### src/rtl/control_fsm.sv
// control_fsm
//   Multi-cycle instruction sequencer. Fetches an instruction word, decodes
//   it and steps through EXEC / MEM / WB, producing the register-file,
//   ALU, data-memory and PC controls for each step.
//
// Ports
//   clk, rst_n        clock, synchronous active-low reset
//   instr_req         fetch request (high whenever in FETCH)
//   instr_valid,instr instruction handshake and 32-bit word
//   mem_ready         data-memory access complete
//   zero              ALU zero flag (BEQ decision)
//   Rs, Rt, Rd        register addresses taken from the latched IR
//   RegFileEnable, RegWR, RegSrc, ALUOp, ALUSrc, imm_ext
//   MemRD, MemWR, WBSel, PCWrite, PCSrc
//   err               sticky: illegal opcode or memory timeout
//   retired           wrapping count of completed instructions
//   state             current FSM state (debug)
//
// Handshakes
//   Fetch: instr_req is high for every FETCH cycle; the word is taken on
//   the first rising edge where instr_valid=1 and there is no backpressure.
//   Memory: MemRD/MemWR stay high every MEM cycle until mem_ready=1 is
//   seen on a rising edge, or until MEM_TIMEOUT cycles have passed without
//   it, after which the request is dropped for one abort cycle.
module control_fsm #(
  parameter int MEM_TIMEOUT = 15,
  parameter bit IMM_SIGNED  = 1'b1
) (
  input  logic        clk,
  input  logic        rst_n,
  output logic        instr_req,
  input  logic        instr_valid,
  input  logic [31:0] instr,
  input  logic        mem_ready,
  input  logic        zero,
  output logic [4:0]  Rs,
  output logic [4:0]  Rt,
  output logic [4:0]  Rd,
  output logic        RegFileEnable,
  output logic        RegWR,
  output logic        RegSrc,
  output logic [3:0]  ALUOp,
  output logic        ALUSrc,
  output logic [31:0] imm_ext,
  output logic        MemRD,
  output logic        MemWR,
  output logic        WBSel,
  output logic        PCWrite,
  output logic [1:0]  PCSrc,
  output logic        err,
  output logic [15:0] retired,
  output logic [2:0]  state
);

  localparam logic [2:0] S_FETCH  = 3'd0;
  localparam logic [2:0] S_DECODE = 3'd1;
  localparam logic [2:0] S_EXEC   = 3'd2;
  localparam logic [2:0] S_MEM    = 3'd3;
  localparam logic [2:0] S_WB     = 3'd4;

  localparam logic [5:0] OP_R    = 6'h00;
  localparam logic [5:0] OP_ADDI = 6'h01;
  localparam logic [5:0] OP_ANDI = 6'h02;
  localparam logic [5:0] OP_LW   = 6'h03;
  localparam logic [5:0] OP_SW   = 6'h04;
  localparam logic [5:0] OP_BEQ  = 6'h05;
  localparam logic [5:0] OP_J    = 6'h06;

  localparam logic [1:0] PC_SEQ    = 2'd0;
  localparam logic [1:0] PC_BRANCH = 2'd1;
  localparam logic [1:0] PC_JUMP   = 2'd2;

  localparam logic [7:0] TIMEOUT = 8'(MEM_TIMEOUT);

  logic [31:0] ir;
  logic [7:0]  wait_cnt;
  logic [2:0]  next_state;
  logic        latch_ir;
  logic        set_err;
  logic        retire;
  logic        clr_cnt;
  logic        inc_cnt;

  logic [5:0]  opcode;
  logic        is_lw;
  logic        is_sw;
  logic [3:0]  dec_alu_op;
  logic        dec_alu_src;

  // Register fields come only from IR, so they hold steady for the whole
  // instruction even while the instr bus changes.
  assign opcode  = ir[31:26];
  assign Rd      = ir[25:21];
  assign Rs      = ir[20:16];
  assign Rt      = ir[15:11];
  assign imm_ext = {{16{ir[15] & IMM_SIGNED}}, ir[15:0]};
  assign is_lw   = (opcode == OP_LW);
  assign is_sw   = (opcode == OP_SW);

  // ALU setup per opcode; applied in every state after FETCH.
  always_comb begin
    dec_alu_op  = 4'd0;
    dec_alu_src = 1'b0;
    case (opcode)
      OP_R:         dec_alu_op  = ir[3:0];
      OP_ADDI:      dec_alu_src = 1'b1;
      OP_ANDI: begin
        dec_alu_op  = 4'd2;
        dec_alu_src = 1'b1;
      end
      OP_LW, OP_SW: dec_alu_src = 1'b1;
      OP_BEQ:       dec_alu_op  = 4'd1;
      default: begin
        dec_alu_op  = 4'd0;
        dec_alu_src = 1'b0;
      end
    endcase
  end

  always_comb begin
    next_state    = state;
    instr_req     = 1'b0;
    RegFileEnable = 1'b0;
    RegWR         = 1'b0;
    RegSrc        = 1'b0;
    ALUOp         = 4'd0;
    ALUSrc        = 1'b0;
    MemRD         = 1'b0;
    MemWR         = 1'b0;
    WBSel         = 1'b0;
    PCWrite       = 1'b0;
    PCSrc         = PC_SEQ;
    latch_ir      = 1'b0;
    set_err       = 1'b0;
    retire        = 1'b0;
    clr_cnt       = 1'b0;
    inc_cnt       = 1'b0;

    case (state)
      S_FETCH: begin
        instr_req = 1'b1;
        if (instr_valid) begin
          latch_ir   = 1'b1;
          next_state = S_DECODE;
        end
      end

      S_DECODE: begin
        RegFileEnable = 1'b1;
        RegSrc        = is_sw;
        ALUOp         = dec_alu_op;
        ALUSrc        = dec_alu_src;
        case (opcode)
          OP_J: begin
            PCWrite    = 1'b1;
            PCSrc      = PC_JUMP;
            retire     = 1'b1;
            next_state = S_FETCH;
          end
          OP_R, OP_ADDI, OP_ANDI, OP_LW, OP_SW, OP_BEQ: begin
            next_state = S_EXEC;
          end
          default: begin
            // Illegal opcode: skip it and flag the error, no retirement.
            set_err    = 1'b1;
            PCWrite    = 1'b1;
            PCSrc      = PC_SEQ;
            next_state = S_FETCH;
          end
        endcase
      end

      S_EXEC: begin
        RegSrc = is_sw;
        ALUOp  = dec_alu_op;
        ALUSrc = dec_alu_src;
        if (opcode == OP_BEQ) begin
          PCWrite    = 1'b1;
          PCSrc      = zero ? PC_BRANCH : PC_SEQ;
          retire     = 1'b1;
          next_state = S_FETCH;
        end else if (is_lw || is_sw) begin
          clr_cnt    = 1'b1;
          next_state = S_MEM;
        end else begin
          next_state = S_WB;
        end
      end

      S_MEM: begin
        // Store data stays routed from Rd for the duration of the access.
        RegSrc = is_sw;
        ALUOp  = dec_alu_op;
        ALUSrc = dec_alu_src;
        if (wait_cnt >= TIMEOUT) begin
          // Abort cycle: the request has already been dropped.
          set_err    = 1'b1;
          PCWrite    = 1'b1;
          PCSrc      = PC_SEQ;
          next_state = S_FETCH;
        end else begin
          MemRD = is_lw;
          MemWR = is_sw;
          if (mem_ready) begin
            if (is_sw) begin
              PCWrite    = 1'b1;
              PCSrc      = PC_SEQ;
              retire     = 1'b1;
              next_state = S_FETCH;
            end else begin
              next_state = S_WB;
            end
          end else begin
            inc_cnt = 1'b1;
          end
        end
      end

      S_WB: begin
        RegFileEnable = 1'b1;
        RegWR         = (Rd != 5'd0);
        WBSel         = is_lw;
        ALUOp         = dec_alu_op;
        ALUSrc        = dec_alu_src;
        PCWrite       = 1'b1;
        PCSrc         = PC_SEQ;
        retire        = 1'b1;
        next_state    = S_FETCH;
      end

      default: next_state = S_FETCH;
    endcase
  end

  always_ff @(posedge clk) begin
    if (!rst_n) begin
      state    <= S_FETCH;
      ir       <= 32'd0;
      err      <= 1'b0;
      retired  <= 16'd0;
      wait_cnt <= 8'd0;
    end else begin
      state <= next_state;
      if (latch_ir) ir <= instr;
      if (set_err) err <= 1'b1;
      if (retire) retired <= retired + 16'd1;
      if (clr_cnt) wait_cnt <= 8'd0;
      else if (inc_cnt) wait_cnt <= wait_cnt + 8'd1;
    end
  end

endmodule

### config.mk
export PLATFORM = sky130hd
export DESIGN_NAME = control_fsm
export DESIGN_NICKNAME = d
export VERILOG_FILES = /design/src/rtl/control_fsm.sv
export SDC_FILE = /design/constraint.sdc
export NUM_CORES = 1
export LEC_CHECK = 0
export BUFFER_PORTS_ARGS = -buffer_cell sky130_fd_sc_hd__buf_2
export CORE_MARGIN = 2
export CORE_UTILIZATION = 40
export CTS_CLUSTER_SIZE = 40
export DETAILED_ROUTE_END_ITERATION = 16
export PLACE_DENSITY = 0.69
export SETUP_SLACK_MARGIN = 0.5
export SYNTH_ARGS = -nofsm -noshare
export SYNTH_HDL_FRONTEND = slang
export SYNTH_SLANG_ARGS = --single-unit
export TNS_END_PERCENT = 50
### constraint.sdc
create_clock -name clk -period 2.6 [get_ports clk]
set_input_delay 0.78 -clock clk [delete_from_list [all_inputs] [get_ports clk]]
set_output_delay 0.78 -clock clk [all_outputs]
set_load 0.01 [all_outputs]
==> metrics.md <==
| Metric | Value |
|---|---|
| Status | `finished with violations` |
| Violated checks | `setup timing` |
| WP data required | `1.82 ns` |
| Root Driver | `clkbuf_8` |
| Setup WS post-layout | `-0.106 ns` |
| Reg2reg start | `wait_cnt[7]` |
| CTS tree | `built` |
| Sequential cell area | `1210 um2` |
| Detail Route Antenna Nets | `0` |
| Crit path arrival time | `about 1.9 ns` |
| Crit share post-route | `104%` |
| Slew Limit Fails | `0` |
| Layout cells sized above 1 | `about two fifths` |
| Commonest non-fill, non-tap cell in the layout | `buf_2` |
| Hpwl dp | `5.61 mm` |
| Peak VDD IR | `between 0.2 and 0.3 mV` |
| Crit path from | `wait_cnt[7]` |
| Initial antenna violation count | `0` |
| Full die area | `8690 um2` |
| Synthesized Nets | `between 400 and 500` |
| Fin cells | `594` |
| Comb pwr share | `16.4%` |
| Via count | `around 3,000` |
| Least-Margin Pin Slew | `0.650 ns` |
| Syn avg cell area | `8.02 um2` |
| TritonCTS buffer count | `9` |
| Cells after synthesis | `roughly 400` |
| First-pass GRT wire length | `between 10 and 15 mm` |
| EDFF count, synth | `0` |
| Post-synthesis register bit count | `60` |
| Final Hold Vio Count | `0` |
| 1st-iter DRT viols | `between 100 and 150` |
| Worst setup EP type | `primary output` |
| Post-Layout Inst Area | `just over 4000 um2` |
| # IOs | `119` |
| Commonest cells after routing, fill and taps aside | `buf_2 (115), nand2_1 (91), dfxtp_1 (54)` |
| Starting density of the core | `approximately 41%` |
| WL per Instance | `~14 um` |
| CP Class | `reg -> out` |
| Clock power frac | `around two fifths` |
| Vias in the first global route | `2,696` |
| Mapped Area | `~3200 um2` |
| FILL cells | `between 700 and 800` |
| Core area | `approximately 7700 um2` |
| MaxCap Viol Count | `0` |
| Startpoint of the worst hold path | `ir[7]` |
| Crit Path Max Fanout | `3` |
| Grt ovf | `0` |
| Synthesis warning total | `0` |
| Hold Path Class | `reg -> reg` |
| Max stage delay cell, worst path | `or4_4` |
| Vias/cell | `around 5` |
| Synth Flop Type | `dfxtp_1` |
| DRC violations left | `0` |
| H-Tree Depth | `3` |
| Clock Pin Slew Worst Setup and Hold Paths | `~0.07 ns` |
| P_int | `roughly 1700 uW` |
| Largest net degree at the start of global routing | `33` |
| Critical Path, Cell by Cell | `or4_4 -> nor2_4 -> a21oi_2 -> or3_4 -> buf_6` |
| Clock buffer depth | `2` |
| DP Area | `between 3000 and 4000 um2` |
| GRT Total Usage | `18.6%` |
| Fin util | `53.6%` |
| Nets | `around 530` |
| Final wirelength | `~8.2 mm` |
| P_leak | `roughly 0.0018 uW` |
| Sw Ratio | `26.0%` |
| Clock skew | `approximately 0.013 ns` |
| Crit path launch type | `register` |
| Asr flop ratio synth | `0%` |
| Clk_lat worst skew | `0.33 ns` |
| Setup TNS Final | `-0.431 ns` |
| Rel. slew slack | `a little under three fifths` |
| PD cells | `about 560 nW/um2` |
| Unrepaired setup endpoints after global routing | `yes` |
| Placed cell count | `565` |
| Count of different cell masters after synthesis | `a little over 50` |
| Sequential element share of the synthesized area | `a little under two fifths` |
| Die Wd | `93.2 um` |
| Max incr delay on CP | `0.57 ns` |
| Area growth, synth to finish | `29.9%` |
| Die Height | `approximately 93 um` |
| Rows | `32` |
| Antenna cells | `0` |
| Footprint of the multi-input gates | `1700 um2` |
| Routability Congestion | `around 0.85` |
| First-pass iteration count of the detailed router | `4` |
| Final setup fails | `7` |
| Pre-CTS worst setup slack | `~0.14 ns` |
| Sequential share of power | `around 43%` |
| Net Switching | `~600 uW` |
| Clk sink count | `60` |
| Peak Freq | `approximately 370 MHz` |
| I/O Buffers | `approximately 120` |
| Min Tclk post-route | `between 2 and 3 ns` |
-- what timing repair did --
| action | CTS | global route |
|---|---|---|
| pin swaps | 14 | 3 |
| hold buffers | 0 | 0 |
| gates cloned | 0 | 0 |
| resized for setup | 34 | 13 |
| buffers inserted | 10 | 3 |
| setup endpoints to repair | 24 | 27 |
-- path summary, 6_finish.rpt --
check	end	slack, ns	cells past startpoint
max	PCWrite	-0.11	5
min	ir[7]	0.45	2
max reg2reg	retired[10]	0.34	6
min reg2reg	ir[7]	0.45	2
-- power groups by stage --
stage / combinational [uW] / sequential, uW / clock (uW)
floorplan: 256 / 1000 / 0
global placement: 316 / 1010 / 0
detailed placement: 318 / 1010 / 0
CTS: 354 / 989 / 984
global route: 419 / 997 / 1010
finish: 381 / 992 / 953
-- layout make-up --
class                   instances  share of cell area (%)
inverters                       6                   0.544
repair buffers                146                    20.4
flip-flops and latches         60                    29.3
clock buffers                  13                    3.84
multi-input cells             264                    41.1
clock inverters                 3                    1.66
well taps                     102                    3.08
-- worst max-delay path: cells and delay by family, from the launching register on --
family,cells,cell delay (ns)
and+or+nand+nor,3,1.09
DFF,1,0.31
buffers and inverters,1,0.13
AOI/OAI and AO/OA,1,0.06
-- per-layer routing --
| metal | vias up | GRT usage, % | wire (um) | part of all wire, % |
|---|---|---|---|---|
| met5 | - | 0 | 0 | 0 |
| met4 | 0 | 7.48 | 148 | 1.8 |
| met3 | 14 | 2.66 | 469 | 5.7 |
| met2 | 110 | 32.1 | 3960 | 48 |
| met1 | 1357 | 23.3 | 3610 | 44 |
| li1 | 1480 | - | - | - |
-- registers in the layout (all words and copies together), names as in the netlist --
name and cells:
state 3, wait_cnt 8, ir 32, err 1, retired 16
-- synth_stat cells (4+ instances only) --
cell      instances  area [um2]
a21oi_1          45         225
or3_1             4        25.0
nor3_1           10        50.1
nand4_1           6        37.5
nand2b_1         13        81.3
nor2_1           14        52.6
inv_1             5        18.8
and3_1            6        37.5
mux2i_1          14         140
buf_4            47         353
dfxtp_1          60        1200
clkbuf_1         16        60.1
nand2_1          93         349
a211oi_1          4        30.0
nand3_1           7        35.0
o21a_1            4        30.0
-- through the flow --
stage	total power, uW	hold slack (ns)
2_1_floorplan	1260	0.437
3_3_place_gp	1320	0.439
3_5_place_dp	1330	0.444
4_1_cts	2330	0.453
5_1_grt	2420	0.465
6_report	2330	0.450
-- cells by family (layout without fill, tap and decap cells) --
kind of cell | count (synthesis) | count (layout) | synth area share, %
adder cells (fa/ha/maj) | 2 | 2 | 0.785
buffers and inverters | 73 | 168 | 14.5
multiplexers | 14 | 14 | 4.40
XOR/XNOR | 4 | 4 | 1.10
AO/OA/AOI/OAI | 69 | 69 | 14.3
flip-flops | 60 | 60 | 37.7
AND/OR/NAND/NOR | 175 | 175 | 27.2
No activity file was read; power rests on OpenSTA's default activity.
